[config.mk]
export PLATFORM = sky130hd
export DESIGN_NAME = vga_timing_gen_flat
export DESIGN_NICKNAME = d
export VERILOG_FILES = /design/src/rtl/vga_timing_pkg.sv /design/src/rtl/vga_timing_gen_if.sv /design/src/rtl/vga_axis_counter.sv /design/src/rtl/vga_timing_gen.sv /design/src/flat_wrapper.sv
export SDC_FILE = /design/constraint.sdc
export NUM_CORES = 1
export LEC_CHECK = 0
export ABC_AREA = 1
export BUFFER_PORTS_ARGS = -buffer_cell sky130_fd_sc_hd__buf_2
export CAP_MARGIN = 15
export CORE_UTILIZATION = 51
export CTS_BUF_LIST = sky130_fd_sc_hd__clkbuf_4
export CTS_CLUSTER_SIZE = 10
export DETAILED_ROUTE_END_ITERATION = 10
export HOLD_SLACK_MARGIN = 0.03
export PLACE_DENSITY = 0.72
export SLEW_MARGIN = 20
export SYNTH_ARGS = -nofsm -noshare
export SYNTH_HDL_FRONTEND = slang
export SYNTH_SLANG_ARGS = --single-unit
[constraint.sdc]
create_clock -name clk -period 4.3 [get_ports clk]
set_input_delay 1.075 -clock clk [delete_from_list [all_inputs] [get_ports clk]]
set_output_delay 1.075 -clock clk [all_outputs]
set_load 0.005 [all_outputs]
[src/rtl/vga_timing_pkg.sv]
// VGA timing generator shared constants and helpers.
// Default timing is 640x480 at 800x525 total.
package vga_timing_pkg;

  localparam int DEF_H_ACTIVE = 640;
  localparam int DEF_H_FP     = 16;
  localparam int DEF_H_SYNC   = 96;
  localparam int DEF_H_BP     = 48;
  localparam int DEF_V_ACTIVE = 480;
  localparam int DEF_V_FP     = 10;
  localparam int DEF_V_SYNC   = 2;
  localparam int DEF_V_BP     = 33;
  localparam int DEF_COL_W    = 10;
  localparam int DEF_ROW_W    = 9;
  localparam int DEF_PREFETCH = 32;

  function automatic int h_total(
    input int act, input int fp,
    input int sync, input int bp
  );
    return act + fp + sync + bp;
  endfunction

  function automatic int v_total(
    input int act, input int fp,
    input int sync, input int bp
  );
    return act + fp + sync + bp;
  endfunction

  // Bits needed to hold values 0..v-1.
  function automatic int clog2(input int v);
    int r;
    r = 0;
    for (int i = 0; i < 31; i++) begin
      if ((1 << i) < v) r = i + 1;
    end
    return r;
  endfunction

endpackage

[src/rtl/vga_timing_gen_if.sv]
// Raster timing bundle between generator and
// colour generator / line fetcher.
interface vga_timing_gen_if
  import vga_timing_pkg::*;
#(
  parameter int COL_W = DEF_COL_W,
  parameter int ROW_W = DEF_ROW_W
) ();

  logic             pixEn;
  logic             hSync;
  logic             vSync;
  logic             displayActive;
  logic [COL_W-1:0] column;
  logic [ROW_W-1:0] row;
  logic             frameStart;
  logic             lineFetch;
  logic [ROW_W-1:0] fetchRow;

  modport master (
    input  pixEn,
    output hSync, vSync, displayActive,
    output column, row,
    output frameStart, lineFetch, fetchRow
  );

  modport slave (
    output pixEn,
    input  hSync, vSync, displayActive,
    input  column, row,
    input  frameStart, lineFetch, fetchRow
  );

endinterface

[src/rtl/vga_axis_counter.sv]
// One raster axis: wrapping position counter with
// active and sync window decode of the next position.
module vga_axis_counter
  import vga_timing_pkg::*;
#(
  parameter int ACTIVE = DEF_H_ACTIVE,
  parameter int FP     = DEF_H_FP,
  parameter int SYNC   = DEF_H_SYNC,
  parameter int BP     = DEF_H_BP,
  parameter int W      = 10
) (
  input  logic         clk,
  input  logic         rst,
  input  logic         en_i,
  output logic         wrap_o,
  output logic [W-1:0] next_o,
  output logic         active_o,
  output logic         sync_o
);

  localparam int TOTAL = ACTIVE + FP + SYNC + BP;
  localparam logic [W-1:0] LAST = W'(TOTAL - 1);
  localparam logic [W-1:0] ACT  = W'(ACTIVE);
  localparam logic [W-1:0] S_LO = W'(ACTIVE + FP);
  localparam logic [W-1:0] S_HI = W'(ACTIVE + FP + SYNC);

  logic [W-1:0] cnt_q, cnt_d;

  // Step on enable, wrap at the last position.
  always_comb begin
    wrap_o = en_i && (cnt_q == LAST);
    cnt_d  = cnt_q;
    if (en_i) begin
      cnt_d = wrap_o ? '0 : cnt_q + W'(1);
    end
    next_o   = cnt_d;
    active_o = cnt_d < ACT;
    sync_o   = (cnt_d >= S_LO) && (cnt_d < S_HI);
  end

  // Park on the last position so the first step hits 0.
  always_ff @(posedge clk) begin
    if (rst) cnt_q <= LAST;
    else     cnt_q <= cnt_d;
  end

endmodule

[src/rtl/vga_timing_gen.sv]
// Parametrised VGA raster timing generator with
// frame-start and line-prefetch strobes.
module vga_timing_gen
  import vga_timing_pkg::*;
#(
  parameter int H_ACTIVE = DEF_H_ACTIVE,
  parameter int H_FP     = DEF_H_FP,
  parameter int H_SYNC   = DEF_H_SYNC,
  parameter int H_BP     = DEF_H_BP,
  parameter int V_ACTIVE = DEF_V_ACTIVE,
  parameter int V_FP     = DEF_V_FP,
  parameter int V_SYNC   = DEF_V_SYNC,
  parameter int V_BP     = DEF_V_BP,
  parameter bit H_POL    = 1'b0,
  parameter bit V_POL    = 1'b0,
  parameter int COL_W    = DEF_COL_W,
  parameter int ROW_W    = DEF_ROW_W,
  parameter int PREFETCH = DEF_PREFETCH
) (
  input  logic             clk,
  input  logic             rst,
  vga_timing_gen_if.master vga
);

  localparam int H_TOTAL =
    h_total(H_ACTIVE, H_FP, H_SYNC, H_BP);
  localparam int V_TOTAL =
    v_total(V_ACTIVE, V_FP, V_SYNC, V_BP);
  localparam int HW = clog2(H_TOTAL + 1);
  localparam int VW = clog2(V_TOTAL + 1);
  localparam logic [HW-1:0] FETCH_AT =
    HW'(H_TOTAL - PREFETCH);
  localparam logic [VW-1:0] V_LAST = VW'(V_TOTAL - 1);
  localparam logic [VW-1:0] V_ACT  = VW'(V_ACTIVE);

  if (COL_W < 1 || COL_W < clog2(H_ACTIVE))
  begin : g_col_chk
    $error("COL_W cannot hold H_ACTIVE-1");
  end
  if (ROW_W < 1 || ROW_W < clog2(V_ACTIVE))
  begin : g_row_chk
    $error("ROW_W cannot hold V_ACTIVE-1");
  end
  if (PREFETCH < 1 ||
      PREFETCH > H_FP + H_SYNC + H_BP)
  begin : g_pf_chk
    $error("PREFETCH outside horizontal blanking");
  end

  logic [HW-1:0] h_nx;
  logic [VW-1:0] v_nx, vline_nx;
  logic          h_wrap, v_wrap;
  logic          h_act, v_act;
  logic          h_sync, v_sync;

  vga_axis_counter #(
    .ACTIVE(H_ACTIVE), .FP(H_FP),
    .SYNC(H_SYNC), .BP(H_BP), .W(HW)
  ) u_h (
    .clk(clk), .rst(rst), .en_i(vga.pixEn),
    .wrap_o(h_wrap), .next_o(h_nx),
    .active_o(h_act), .sync_o(h_sync)
  );

  vga_axis_counter #(
    .ACTIVE(V_ACTIVE), .FP(V_FP),
    .SYNC(V_SYNC), .BP(V_BP), .W(VW)
  ) u_v (
    .clk(clk), .rst(rst), .en_i(h_wrap),
    .wrap_o(v_wrap), .next_o(v_nx),
    .active_o(v_act), .sync_o(v_sync)
  );

  logic             hs_q, hs_d;
  logic             vs_q, vs_d;
  logic             de_q, de_d;
  logic [COL_W-1:0] col_q, col_d;
  logic [ROW_W-1:0] row_q, row_d;
  logic             fs_q, fs_d;
  logic             lf_q, lf_d;
  logic [ROW_W-1:0] fr_q, fr_d;

  // Decode outputs for the position reached this edge.
  always_comb begin
    vline_nx = (v_nx == V_LAST) ? '0 : v_nx + VW'(1);
    de_d  = h_act && v_act;
    hs_d  = h_sync ? H_POL : ~H_POL;
    vs_d  = v_sync ? V_POL : ~V_POL;
    col_d = de_d ? COL_W'(h_nx) : '0;
    row_d = de_d ? ROW_W'(v_nx) : '0;
    fs_d  = v_wrap;
    lf_d  = vga.pixEn && (h_nx == FETCH_AT) &&
            (vline_nx < V_ACT);
    fr_d  = lf_d ? ROW_W'(vline_nx) : fr_q;
  end

  // Output registers; reset wins over pixel enable.
  always_ff @(posedge clk) begin
    if (rst) begin
      hs_q  <= ~H_POL;
      vs_q  <= ~V_POL;
      de_q  <= 1'b0;
      col_q <= '0;
      row_q <= '0;
      fs_q  <= 1'b0;
      lf_q  <= 1'b0;
      fr_q  <= '0;
    end else begin
      hs_q  <= hs_d;
      vs_q  <= vs_d;
      de_q  <= de_d;
      col_q <= col_d;
      row_q <= row_d;
      fs_q  <= fs_d;
      lf_q  <= lf_d;
      fr_q  <= fr_d;
    end
  end

  assign vga.hSync         = hs_q;
  assign vga.vSync         = vs_q;
  assign vga.displayActive = de_q;
  assign vga.column        = col_q;
  assign vga.row           = row_q;
  assign vga.frameStart    = fs_q;
  assign vga.lineFetch     = lf_q;
  assign vga.fetchRow      = fr_q;

endmodule

[src/flat_wrapper.sv]
// flat-port wrapper written by rule: the top's interface ports become plain ports
module vga_timing_gen_flat import vga_timing_pkg::*;
#(
  parameter int H_ACTIVE = DEF_H_ACTIVE,
  parameter int H_FP     = DEF_H_FP,
  parameter int H_SYNC   = DEF_H_SYNC,
  parameter int H_BP     = DEF_H_BP,
  parameter int V_ACTIVE = DEF_V_ACTIVE,
  parameter int V_FP     = DEF_V_FP,
  parameter int V_SYNC   = DEF_V_SYNC,
  parameter int V_BP     = DEF_V_BP,
  parameter bit H_POL    = 1'b0,
  parameter bit V_POL    = 1'b0,
  parameter int COL_W    = DEF_COL_W,
  parameter int ROW_W    = DEF_ROW_W,
  parameter int PREFETCH = DEF_PREFETCH
)
  (clk, rst, vga_pixEn, vga_hSync, vga_vSync, vga_displayActive, vga_column, vga_row, vga_frameStart, vga_lineFetch, vga_fetchRow);
  vga_timing_gen_if #(.COL_W(COL_W), .ROW_W(ROW_W)) vga_i ();
  input  logic clk;
  input  logic rst;
  input wire logic [$bits(vga_i.pixEn)-1:0] vga_pixEn;
  output wire logic [$bits(vga_i.hSync)-1:0] vga_hSync;
  output wire logic [$bits(vga_i.vSync)-1:0] vga_vSync;
  output wire logic [$bits(vga_i.displayActive)-1:0] vga_displayActive;
  output wire logic [$bits(vga_i.column)-1:0] vga_column;
  output wire logic [$bits(vga_i.row)-1:0] vga_row;
  output wire logic [$bits(vga_i.frameStart)-1:0] vga_frameStart;
  output wire logic [$bits(vga_i.lineFetch)-1:0] vga_lineFetch;
  output wire logic [$bits(vga_i.fetchRow)-1:0] vga_fetchRow;
  assign vga_i.pixEn = vga_pixEn;
  assign vga_hSync = vga_i.hSync;
  assign vga_vSync = vga_i.vSync;
  assign vga_displayActive = vga_i.displayActive;
  assign vga_column = vga_i.column;
  assign vga_row = vga_i.row;
  assign vga_frameStart = vga_i.frameStart;
  assign vga_lineFetch = vga_i.lineFetch;
  assign vga_fetchRow = vga_i.fetchRow;
  vga_timing_gen #(.H_ACTIVE(H_ACTIVE), .H_FP(H_FP), .H_SYNC(H_SYNC), .H_BP(H_BP), .V_ACTIVE(V_ACTIVE), .V_FP(V_FP), .V_SYNC(V_SYNC), .V_BP(V_BP), .H_POL(H_POL), .V_POL(V_POL), .COL_W(COL_W), .ROW_W(ROW_W), .PREFETCH(PREFETCH)) u_core (.clk(clk), .rst(rst), .vga(vga_i));
endmodule
### Word-level counts from Yosys, hierarchy flattened

Cells that the tools add are included.

| cells by class | value |
|---|---|
| $add $sub $neg | 3 |
| order comparisons | 7 |
| equal/unequal tests | 4 |
| muxes and demuxes | 7 |
| bitwise logic cells | 1 |
| reductions and logical operators | 8 |

Operator list:

| operator | count |
|---|---|
| $mux 10 | 5 |
| $eq 10x10->1 const B | 4 |
| $add 10x1->10 const B | 3 |
| $lt 10x9->1 const B | 3 |
| $lt 10x10->1 const B | 2 |
| $ge 10x10->1 const B | 1 |
| $ge 10x9->1 const B | 1 |
| $logic_and 1x1->1 | 7 |
| $mux 1 | 2 |
| $reduce_or 2->1 | 1 |
| $not 1->1 | 1 |

| storage, ports and cells | value |
|---|---|
| flip-flop bits (word level) | 53 |
| input bits | 3 |
| output and inout bits | 33 |
| logic and storage cells | 40 |

### Longest topological paths before layout

Gate-level depths: netlist (run 1).

| logic depth | value |
|---|---|
| word-level depth | 9 |
| gate-level depth with buffers | 19 |
| mapped depth without buffers | 18 |

### Cells and area by module

A second synthesis (run 1) with hierarchy kept.

| second synthesis, totals | value |
|---|---|
| cells, all modules | 408 |
| area, all modules | 2725.1 um^2 |

Modules (own cells, without submodules):

| module | times used | cells an instance | area an instance (um^2) | seq. area each (um^2) |
|---|---|---|---|---|
| vga_timing_gen | 1 | 188 | 1333.8 | 660.6 |
| vga_axis_counter at u_core.u_v | 1 | 115 | 721.9 | 200.2 |
| vga_axis_counter at u_core.u_h | 1 | 105 | 669.4 | 200.2 |

### Worst setup path before layout (run 1)

Ideal clock, no wire load.

| timing | value |
|---|---|
| kind | input -> register |
| from | input vga_pixEn |
| to | register u_core.fr_q[8] (netlist: u_core.vga.fetchRow[8]) |
| library setup time | 111 ps |
| arrival | 2827 ps |
| data required time | 4189 ps |
| slack | 1363 ps |
| stages | 19 |
| buffers on the path | 3 |
| cells stage by stage | buf_6 > nand2_1 > nor2_2 > nand3_4 > inv_2 > buf_12 > nand3_1 > nand2_2 > inv_1 > ha_1 > nand2_1 > nor2_4 > nand3_2 > nand3_2 > nand2_2 > nor2_4 > buf_8 > nor2_2 > nor2_2 |

| on the way | value |
|---|---|
| longest elaborated chain between the ends | 8 |
| elaborated cells on any way between the ends | 13 |
| those cells by class | 1 x add/sub; 1 x order compare; 2 x eq/ne; 5 x mux; 4 x reduce/logical |

Ends and longest elaborated chain:

| item | line | RTL |
|---|---|---|
| start, declared | flat_wrapper.sv:22 | `input wire logic [$bits(vga_i.pixEn)-1:0] vga_pixEn;` |
| $logic_and 1x1->1 (2 in a row) | vga_axis_counter.sv:31 | `wrap_o = en_i && (cnt_q == LAST);` |
| $mux 10 | vga_axis_counter.sv:34 | `cnt_d = wrap_o ? '0 : cnt_q + W'(1);` |
| $mux 10 | vga_axis_counter.sv:33 | `if (en_i) begin` |
| $add 10x1->10 / $eq 10x10->1 (equally long branches) | vga_timing_gen.sv:85 | `vline_nx = (v_nx == V_LAST) ? '0 : v_nx + VW'(1);` |
| $mux 10 | vga_timing_gen.sv:85 |  |
| $lt 10x9->1 | vga_timing_gen.sv:93 | `(vline_nx < V_ACT);` |
| $logic_and 1x1->1 | vga_timing_gen.sv:92 | `lf_d = vga.pixEn && (h_nx == FETCH_AT) &&` |
| end signal, assigned | vga_timing_gen.sv:116 | `fr_q <= fr_d;` |
| end, declared | vga_timing_gen.sv:81 | `logic [ROW_W-1:0] fr_q, fr_d;` |

Parallel ways exist; a longest one is shown, timed or not.
A chain may end at the register's enable or synchronous reset.

### Final worst setup path (run 1)

| timing | value |
|---|---|
| from | input vga_pixEn |
| to | register u_core.fr_q[4] (netlist: u_core.vga.fetchRow[4]) |

Same word-level chain as after synthesis.

==> results of run 1 <==
==> path summary, 6_finish.rpt <==
check | startpoint | end | slack (ns)
worst min register to register | u_core.vga.fetchRow[0]$_SDFFE_PP0P_ | u_core.vga.fetchRow[0]$_SDFFE_PP0P_ | 0.47
worst max-delay path | vga_pixEn | u_core.vga.fetchRow[4]$_SDFFE_PP0P_ | 1.13
worst max register to register | u_core.u_h.cnt_q[0]$_SDFF_PP1_ | u_core.vga.fetchRow[4]$_SDFFE_PP0P_ | 1.40
worst min-delay path | u_core.vga.fetchRow[0]$_SDFFE_PP0P_ | u_core.vga.fetchRow[0]$_SDFFE_PP0P_ | 0.47
==> state kept, by name, summed over array words and instances (netlist names) <==
| register | count |
|---|---|
| u_core.vga.lineFetch | 1 |
| u_core.vga.frameStart | 1 |
| u_core.vga.hSync | 1 |
| u_core.vga.column | 10 |
| u_core.vga.displayActive | 1 |
| u_core.vga.row | 9 |
| u_core.vga.vSync | 1 |
| u_core.u_v.cnt_q | 10 |
| u_core.u_h.cnt_q | 10 |
| u_core.vga.fetchRow | 9 |
==> worst register-to-register path: stages, from the launching register on <==
cell and delay [ns]:
dfxtp_1 0.44, ha_1 0.19, nand2_1 0.10, nor2_4 0.17
nand3_4 0.23, inv_2 0.26, nand2_1 0.08, nand2_1 0.15
inv_1 0.11, nand2_2 0.11, nor2_4 0.04, nand3_1 0.11
nand2_1 0.07, nand3_2 0.08, nand2_2 0.08, nor2_4 0.34
nand2_1 0.11, nand2_1 0.08, nor2_1 0.05
==> per-stage QoR <==
step	instance area (um^2)	total power, mW	setup slack, ns	instances	hold WS, ns
6_report	3020	1.13	1.13	488	0.471
3_3_place_gp	2940	0.846	0.889	480	0.449
2_1_floorplan	2760	0.789	1.36	383	0.453
3_5_place_dp	2940	0.847	0.757	480	0.456
5_1_grt	3020	1.19	0.832	488	0.492
4_1_cts	3020	1.12	1.15	488	0.476
==> power by group through the flow <==
stage | combinational [mW] | clock, mW | sequential [mW]
after detailed placement | 0.296 | 0 | 0.551
after global routing | 0.339 | 0.306 | 0.545
after floorplan | 0.243 | 0 | 0.546
after CTS | 0.297 | 0.287 | 0.540
after global placement | 0.294 | 0 | 0.551
final | 0.301 | 0.283 | 0.542
==> Yosys cell counts (2+ instances only) <==
cell	count
nand2_4	5
nor2_1	70
buf_2	2
or2_2	2
o21ai_0	2
nor3_1	7
nor2_4	6
ha_1	4
nand3_1	26
buf_6	2
xor2_1	2
inv_2	3
o21ai_1	2
nand3b_1	3
nand3_4	2
nand3_2	6
nor2_2	10
nand2_2	10
nand4_1	11
nand2_1	105
inv_1	35
dfxtp_1	53
nand4_2	2
==> cell families (layout without fill, tap and decap cells) <==
family,count (synthesis),in the layout
flops,53,53
xor+xnor,2,2
fa+ha+maj,4,4
buf+inv,48,83
compound gates,7,7
simple gates,269,269
==> per-layer routing <==
| metal | up-vias | GRT usage | share of wire |
|---|---|---|---|
| met4 | 0 | 0.0535 | 0.011 |
| met3 | 10 | 0.0291 | 0.062 |
| met2 | 102 | 0.347 | 0.44 |
| met1 | 1099 | 0.361 | 0.49 |
| li1 | 1267 | - | - |
| met5 | - | 0 | 0 |
==> final cells by class <==
| type | instances | area [um^2] | share of cell area |
|---|---|---|---|
| clock buffer | 5 | 37.5 | 0.0124 |
| multi-input combinational | 282 | 1460 | 0.482 |
| timing repair buffer | 35 | 175 | 0.0580 |
| inverter | 40 | 156 | 0.0518 |
| clock inverter | 3 | 46.3 | 0.0153 |
| sequential | 53 | 1060 | 0.351 |
| tap | 70 | 87.6 | 0.0290 |
==> flow_metrics.py, run 1 <==
metrics = {
    "cts": {
        "cts-root-buf": "clkbuf_4",
        "cts-resized-gates": 0,
        "clk_pin_slew_ns": 0.13,
        "clk_latency_ns": 0.38,
        "cts_tree": "yes",
        "ctsHoldBuffers": 0,
        "cts_made_buffers": 5,
        "clk_path_buf_depth": 2,
        "ctsHtreeMaxLevel": 2,
        "clock-sinks": 53,
        "post-cts-setup-buffers": 0,
    },
    "synthesis": {
        "synthAdderAreaFrac": 0.0181,
        "synth_edf_count": 0,
        "seq_area_frac_synth": 0.384,
        "async_flop_share": 0,
        "synth_top_cell_by_area": "dfxtp_1",
        "yosys.area_share.simple": 0.488,
        "synth_cell_types": 36,
        "syn_inst": 383,
        "yosys_warnings": 0,
        "synth_area_leaders": "dfxtp_1, nand2_1, nor2_1",
        "syn_nets": 390,
        "synth_top_family_by_area": "simple AND/OR/NAND/NOR gates",
        "ys.flop_type": "dfxtp_1",
        "synth_seq_cells": 53,
        "synth_xor_area_frac": 0.00635,
        "synth_top_area_frac": 0.384,
        "synth_compound_gate_area_share": 0.0154,
        "syn_area_per_cell_um2": 7.21,
        "muxShareOfSynthArea": 0,
        "syn_area_mm2": 0.00276,
    },
    "power_and_ir_drop": {
        "swShare": 0.350,
        "leakagePower_nw": 1.58,
        "seqPwrFrac": 0.481,
        "clkPwrFrac": 0.252,
        "p_per_area_mw_per_mm2": 373,
        "p_sw_uw": 394,
        "combPwrFrac": 0.267,
        "p_int_uw": 732,
        "peakVddDrop_uv": 192,
    },
    "setup_path": {
        "cp_top_family": "simple AND/OR/NAND/NOR gates",
        "endpoint_kind": "flip-flop",
        "crit_path_start_kind": "primary input",
        "slowest_delay_ns": 0.34,
        "cp_common_cell": "nand2_1",
        "cp.depth": 18,
        "worst_ep_arrival_time_ns": 3.45,
        "crit_chain": "buf_2 -> nand2_1 -> nor2_2 -> nand3_4 -> inv_2 -> nand2_1 -> nand2_1 -> inv_1 -> nand2_2 -> nor2_4 -> nand3_1 -> nand2_1 -> nand3_2 -> nand2_2 -> nor2_4 -> nand2_1 -> nand2_1 -> nor2_1",
        "reg2reg_depth": 18,
        "worstSetupPathType": "primary input to flip-flop",
        "crit_buf_inv": 3,
        "crit_required_ns": 4.58,
        "path_max_fanout": 14,
        "critical-path-slowest-cell": "nor2_4",
    },
    "sta": {
        "rsz0062_at_grt": "false",
        "max_slew.worst_pin.slew_ns": 0.659,
        "fmax_mhz": 315,
        "setup_violations": 0,
        "finalCriticalPeriod_ns": 3.17,
        "post-route-period-util": 0.738,
        "fin_skew_ns": 0.0183,
        "finalMaxSlewViolations": 0,
        "maxSlewHeadroom": 0.560,
        "hold_viol": 0,
        "setup_tns_ns": 0,
    },
    "route": {
        "drc": 0,
        "drt_iter0_drc": 271,
        "avgRoutedWirePerCell_um": 12.5,
        "viasPerCell": 5.08,
        "postRouteAntennaNets": 0,
        "first_pass_iters": 5,
        "num_vias": 2478,
        "wl_um": 6080,
    },
    "min_path": {
        "min_path_type": "flip-flop to flip-flop",
        "hold-path-cell-count": 2,
    },
    "final_layout": {
        "layout_common_cells": "nand2_1, nor2_1, dfxtp_1",
        "n_fill_cell": 482,
        "layout_commonest_cell": "nand2_1",
        "nets": 424,
        "antennaDiodeCount": 0,
        "utilization": 0.584,
        "drive_gt1_frac": 0.227,
        "area_delta_synth_final_pct": 9.47,
    },
    "placement": {
        "portBuffers": 35,
        "gp_congestion": 0.981,
        "place_hpwl_um": 4740,
    },
    "floorplanning": {
        "ios": 36,
        "fp.dieH_um": 75.6,
        "dieArea_mm2": 0.00571,
        "num_rows": 26,
        "initial_utilization": 0.534,
        "dieWidth_um": 75.6,
        "coreArea_mm2": 0.00517,
    },
    "global_routing": {
        "grt_pass1_wl_um": 10200,
        "grt_max_degree": 21,
        "grt.overflow.total": 0,
        "antenna_found_initial": 0,
        "grt_pass1_vias": 2177,
        "grt.total_usage": 0.234,
    },
    "run_status": {
        "status": "finished clean",
    },
    "job": {
        "maxCapViolations": 0,
    },
}
Note: power is estimated with default switching activity, not from simulation.
==> run 2: changes to the inputs <==
ABC_AREA = 0   (was 1)
clock period = 3.2 ns   (was 4.3 ns; I/O delays follow)
==> run 2 against run 1 <==
- non-clock buffer count up 46
- largest power group unchanged
- critical path type is now flip-flop to flip-flop
- sequential power rose by 33%
- critical path depth fell by 9
- area after synthesis shrank 5.4%
==> flow_metrics.py, run 2 <==
metrics = {
    "run_status": {
        "status": "finished clean",
    },
    "final_layout": {
        "antennaDiodeCount": 0,
        "layout_commonest_cell": "dfxtp_1",
        "drive_gt1_frac": 0.293,
        "fin_area_mm2": 0.00323,
        "nets": 385,
        "layout_common_cells": "dfxtp_1, buf_4, nor2_1",
        "area_delta_synth_final_pct": 23.9,
    },
    "setup_path": {
        "reg2reg_depth": 9,
        "path_max_fanout": 6,
        "r2r-end": "u_core.vga.fetchRow[0]$_SDFFE_PP0P_",
        "slowest_delay_ns": 0.51,
        "critical-path-slowest-cell": "or4_1",
        "crit_path_start_kind": "flip-flop",
        "endpoint_kind": "flip-flop",
        "crit_required_ns": 3.48,
        "worst_ep_arrival_time_ns": 3.21,
        "crit_chain": "ha_1 -> nand3_4 -> or4_1 -> nor3_1 -> o21ai_0 -> o41a_1 -> a2111oi_4 -> nand2_2 -> mux2i_1",
        "r2r_start": "u_core.u_h.cnt_q[0]$_SDFF_PP1_",
        "regToRegSetupSlack_ns": 0.28,
        "worstSetupPathType": "flip-flop to flip-flop",
    },
    "synthesis": {
        "synth_seq_cells": 53,
        "syn_inst": 313,
        "synth_edf_count": 0,
        "syn_area_mm2": 0.00261,
        "syn_area_per_cell_um2": 8.34,
        "seq_area_frac_synth": 0.406,
        "synth_cell_types": 48,
        "async_flop_share": 0,
        "yosys_warnings": 0,
        "synth_common_cells": "dfxtp_1, nor2_1, clkbuf_1",
        "ys.flop_type": "dfxtp_1",
        "synth_top_cell_by_area": "dfxtp_1",
        "synth_area_leaders": "dfxtp_1, nor2_1, xnor2_1",
        "synth_most_common_cell": "dfxtp_1",
        "syn_nets": 320,
        "synth_top_area_frac": 0.406,
    },
    "sta": {
        "post-route-period-util": 0.914,
        "fmax_mhz": 342,
        "finalMaxSlewViolations": 0,
        "setup_violations": 0,
        "rsz0062_at_grt": "false",
        "max_slew.worst_pin.slew_ns": 0.457,
        "maxSlewHeadroom": 0.693,
        "finalCriticalPeriod_ns": 2.92,
        "hold_viol": 0,
        "fin_skew_ns": 0.0121,
    },
    "placement": {
        "gp_congestion": 0.938,
        "place_area_mm2": 0.00315,
        "place_hpwl_um": 4930,
        "portBuffers": 35,
    },
    "min_path": {
        "min_from": "u_core.vga.fetchRow[6]$_SDFFE_PP0P_",
        "hold-path-cell-count": 2,
        "whs_endpoint": "u_core.vga.fetchRow[6]$_SDFFE_PP0P_",
        "min_path_type": "flip-flop to flip-flop",
    },
    "global_routing": {
        "grt.total_usage": 0.247,
        "grt_pass1_vias": 2102,
        "antenna_found_initial": 0,
        "grt_max_degree": 32,
        "grt_pass1_wl_um": 10000,
        "grt.overflow.total": 0,
    },
    "power_and_ir_drop": {
        "peakVddDrop_uv": 291,
        "power_mw": 1.54,
        "leakagePower_nw": 1.36,
        "p_per_area_mw_per_mm2": 476,
    },
    "cts": {
        "cts_tree": "yes",
        "cts-root-buf": "clkbuf_4",
        "clk_latency_ns": 0.38,
        "clk_path_buf_depth": 2,
        "ctsHoldBuffers": 0,
        "cts_made_buffers": 5,
        "ctsHtreeMaxLevel": 2,
        "post-cts-setup-buffers": 0,
        "clk_pin_slew_ns": 0.16,
        "cts-resized-gates": 0,
        "clock-sinks": 53,
    },
    "floorplanning": {
        "fp.dieH_um": 73.6,
        "dieWidth_um": 73.6,
        "coreArea_mm2": 0.00482,
        "dieArea_mm2": 0.00541,
        "initial_utilization": 0.542,
        "num_rows": 25,
        "ios": 36,
    },
    "route": {
        "num_vias": 2401,
        "first_pass_iters": 6,
        "wl_um": 6370,
        "postRouteAntennaNets": 0,
        "drt_iter0_drc": 200,
        "avgRoutedWirePerCell_um": 14.3,
        "drc": 0,
        "viasPerCell": 5.38,
    },
    "job": {
        "maxCapViolations": 0,
    },
}
[run 2: layout make-up]
cell class                 count  area (um^2)
fill                         448         1580
multi-input combinational    229         1480
sequential                    53         1060
timing repair buffer          81          520
tap                           67         83.8
clock buffer                   5         37.5
inverter                       8         30.0
clock inverter                 3         21.3
[run 2: routing by layer]
layer / routed length (um) / GRT usage
met4: 57 / 0.0577
met3: 437 / 0.0521
met5: 0 / 0
met1: 3110 / 0.355
met2: 2760 / 0.375
[run 2: cell families after synthesis]
| family | Yosys count | share of synthesized area |
|---|---|---|
| mux | 6 | 0.0230 |
| simple gates | 154 | 0.314 |
| buf+inv | 31 | 0.0470 |
| xor+xnor | 21 | 0.0733 |
| flops | 53 | 0.406 |
| fa+ha+maj | 4 | 0.0192 |
| compound gates | 44 | 0.117 |
[run 2: worst max-delay path: cells and delay by family (launching register included)]
kind                       cells  cell delay, ns
AOI/OAI and AO/OA              3            1.04
adders and majority gates      1            0.24
DFF                            1            0.39
muxes                          1            0.16
and+or+nand+nor                4            0.99
[run 2: report_power, final]
part	total (mW)	switching [mW]	leakage, nW	internal [mW]
combinational	0.517	0.299	0.898	0.217
clock	0.303	0.215	0.0316	0.0875
sequential	0.722	0.0249	0.429	0.697
total	1.54	0.539	1.36	1.00
[run 2: how the worst max path moves through the flow]
stage	startpoint	to	slack (ns)	cells after the start
floorplan	vga_pixEn	u_core.vga.fetchRow[2]$_SDFFE_PP0P_	-0.04	11
global placement	vga_pixEn	u_core.vga.fetchRow[2]$_SDFFE_PP0P_	-0.11	10
detailed placement	vga_pixEn	u_core.vga.fetchRow[0]$_SDFFE_PP0P_	-0.15	10
CTS	u_core.u_h.cnt_q[7]$_SDFF_PP0_	u_core.vga.fetchRow[0]$_SDFFE_PP0P_	0.12	9
global route	u_core.u_v.cnt_q[1]$_SDFF_PP0_	u_core.vga.fetchRow[8]$_SDFFE_PP0P_	0.004	12
finish	u_core.u_h.cnt_q[0]$_SDFF_PP1_	u_core.vga.fetchRow[0]$_SDFFE_PP0P_	0.28	9
[run 2: per-stage QoR]
stage	instances	setup TNS, ns	worst slack [ns]	util	hold slack (ns)
2_1_floorplan	313	-0.192	-0.0380	-	0.466
3_3_place_gp	438	-0.706	-0.105	0.654	0.457
3_5_place_dp	438	-0.976	-0.154	0.654	0.466
4_1_cts	446	0	0.125	0.666	0.485
5_1_grt	446	0	0.00365	0.671	0.502
6_report	446	0	0.275	0.671	0.485
==> run 3: changes to the inputs <==
clock period = 3.6 ns   (was 3.2 ns; I/O delays follow)
==> run 3 against run 2 <==
- total power is 15% lower
- sequential share of layout area is 2.6 points higher
- worst setup slack better by 0.11 ns
- critical path type unchanged
==> flow_metrics.py, run 3 (synthesized netlist as in run 2, its figures left out) <==
metrics = {
    "run_status": {
        "status": "finished clean",
    },
    "sta": {
        "fmax_mhz": 311,
        "fin_skew_ns": 0.0119,
        "finalCriticalPeriod_ns": 3.21,
        "finalMaxSlewViolations": 0,
        "post-route-period-util": 0.892,
        "setup_tns_ns": 0,
        "setup_violations": 0,
        "max_slew.worst_pin.slew_ns": 0.548,
        "hold_viol": 0,
        "maxSlewHeadroom": 0.632,
        "setup_ws_ns": 0.389,
        "rsz0062_at_grt": "false",
    },
    "final_layout": {
        "utilization": 0.622,
        "n_fill_cell": 473,
        "layout_common_cells": "dfxtp_1, nor2_1, buf_2",
        "area_delta_synth_final_pct": 14.7,
        "drive_gt1_frac": 0.218,
        "nets": 360,
        "antennaDiodeCount": 0,
        "layout_commonest_cell": "dfxtp_1",
        "fin_cells": 421,
    },
    "power_and_ir_drop": {
        "p_per_area_mw_per_mm2": 435,
        "peakVddDrop_uv": 269,
        "leakagePower_nw": 1.23,
        "power_mw": 1.30,
    },
    "route": {
        "avgRoutedWirePerCell_um": 14.3,
        "m1WireLength_um": 2960,
        "first_pass_iters": 4,
        "viasPerCell": 5.53,
        "drt_iter0_drc": 171,
        "wl_um": 6040,
        "num_vias": 2330,
        "top_layer_used": "met4",
        "wl_met3_um": 359,
        "wl_met2_um": 2600,
        "drc": 0,
        "postRouteAntennaNets": 0,
    },
    "setup_path": {
        "crit_path_start_kind": "flip-flop",
        "crit_required_ns": 3.90,
        "worst_ep_arrival_time_ns": 3.51,
        "path_max_fanout": 8,
        "endpoint_kind": "flip-flop",
        "worstSetupPathType": "flip-flop to flip-flop",
    },
    "global_routing": {
        "grt.overflow.total": 0,
        "grt_max_degree": 33,
        "grt_pass1_vias": 2014,
        "grt.total_usage": 0.236,
        "grt_pass1_wl_um": 9660,
        "antenna_found_initial": 0,
    },
    "cts": {
        "cts-root-buf": "clkbuf_4",
        "ctsHtreeMaxLevel": 2,
        "clk_pin_slew_ns": 0.14,
        "cts_made_buffers": 5,
        "clk_latency_ns": 0.37,
        "clock-sinks": 53,
        "ctsHoldBuffers": 0,
        "post-cts-setup-buffers": 0,
        "cts-resized-gates": 0,
        "cts_tree": "yes",
        "clk_path_buf_depth": 2,
    },
    "placement": {
        "post-place-cells": 413,
        "place_hpwl_um": 4450,
        "pre_cts_ws_ns": 0.0902,
        "portBuffers": 35,
        "gp_congestion": 0.921,
    },
    "floorplanning": {
        "fp.dieH_um": 73.6,
        "dieArea_mm2": 0.00541,
        "num_rows": 25,
        "initial_utilization": 0.542,
        "dieWidth_um": 73.6,
        "ios": 36,
        "coreArea_mm2": 0.00482,
    },
    "job": {
        "maxCapViolations": 0,
    },
    "min_path": {
        "min_path_type": "flip-flop to flip-flop",
    },
}
[run 3: cell count changes in the layout (fill, tap and decap cells not counted), sizes merged]
cell and change:
clkinvlp -1, buf -25, clkbuf +1, clkinv +1, inv -1
[run 3: layer usage]
metal,vias to the layer above,track usage
li1,1165,-
met1,1075,0.343
met2,82,0.344
met3,8,0.0439
met4,0,0.0940
met5,-,0
[run 3: cell type report]
type / instances / area (um^2) / area share
well taps: 67 / 83.8 / 0.0280
flip-flops and latches: 53 / 1060 / 0.354
clock inverters: 2 / 10.0 / 0.00334
repair buffers: 56 / 333 / 0.111
clock buffers: 6 / 45.0 / 0.0150
inverters: 8 / 30.0 / 0.0100
multi-input cells: 229 / 1430 / 0.478
[run 3: final timing paths]
kind | startpoint | end | slack [ns] | cells after the start
setup / recovery | u_core.u_h.cnt_q[4]$_SDFF_PP1_ | u_core.vga.fetchRow[1]$_SDFFE_PP0P_ | 0.39 | 9
hold / removal | u_core.vga.fetchRow[5]$_SDFFE_PP0P_ | u_core.vga.fetchRow[5]$_SDFFE_PP0P_ | 0.48 | 2
setup reg to reg | u_core.u_h.cnt_q[4]$_SDFF_PP1_ | u_core.vga.fetchRow[1]$_SDFFE_PP0P_ | 0.39 | 9
hold reg to reg | u_core.vga.fetchRow[5]$_SDFFE_PP0P_ | u_core.vga.fetchRow[5]$_SDFFE_PP0P_ | 0.48 | 2
[run 3: where the power goes]
group	switching [mW]	internal [mW]
registers	0.0367	0.619
clock network	0.178	0.0824
logic	0.234	0.153
[run 3: through the flow]
stage / hold slack (ns) / instance area (um^2)
3_5_place_dp: 0.463 / 2940
2_1_floorplan: 0.466 / 2620
4_1_cts: 0.481 / 3000
3_3_place_gp: 0.457 / 2940
5_1_grt: 0.500 / 3000
6_report: 0.481 / 3000
[run 3: worst max-delay path, cell delays in order, from the launching register on]
cell	delay (ns)
dfxtp_1	0.53
nand4bb_1	0.17
or3_1	0.55
a22oi_2	0.30
ha_1	0.18
nand3_1	0.08
o41a_1	0.45
a2111oi_4	0.46
nand2_2	0.20
mux2i_1	0.20
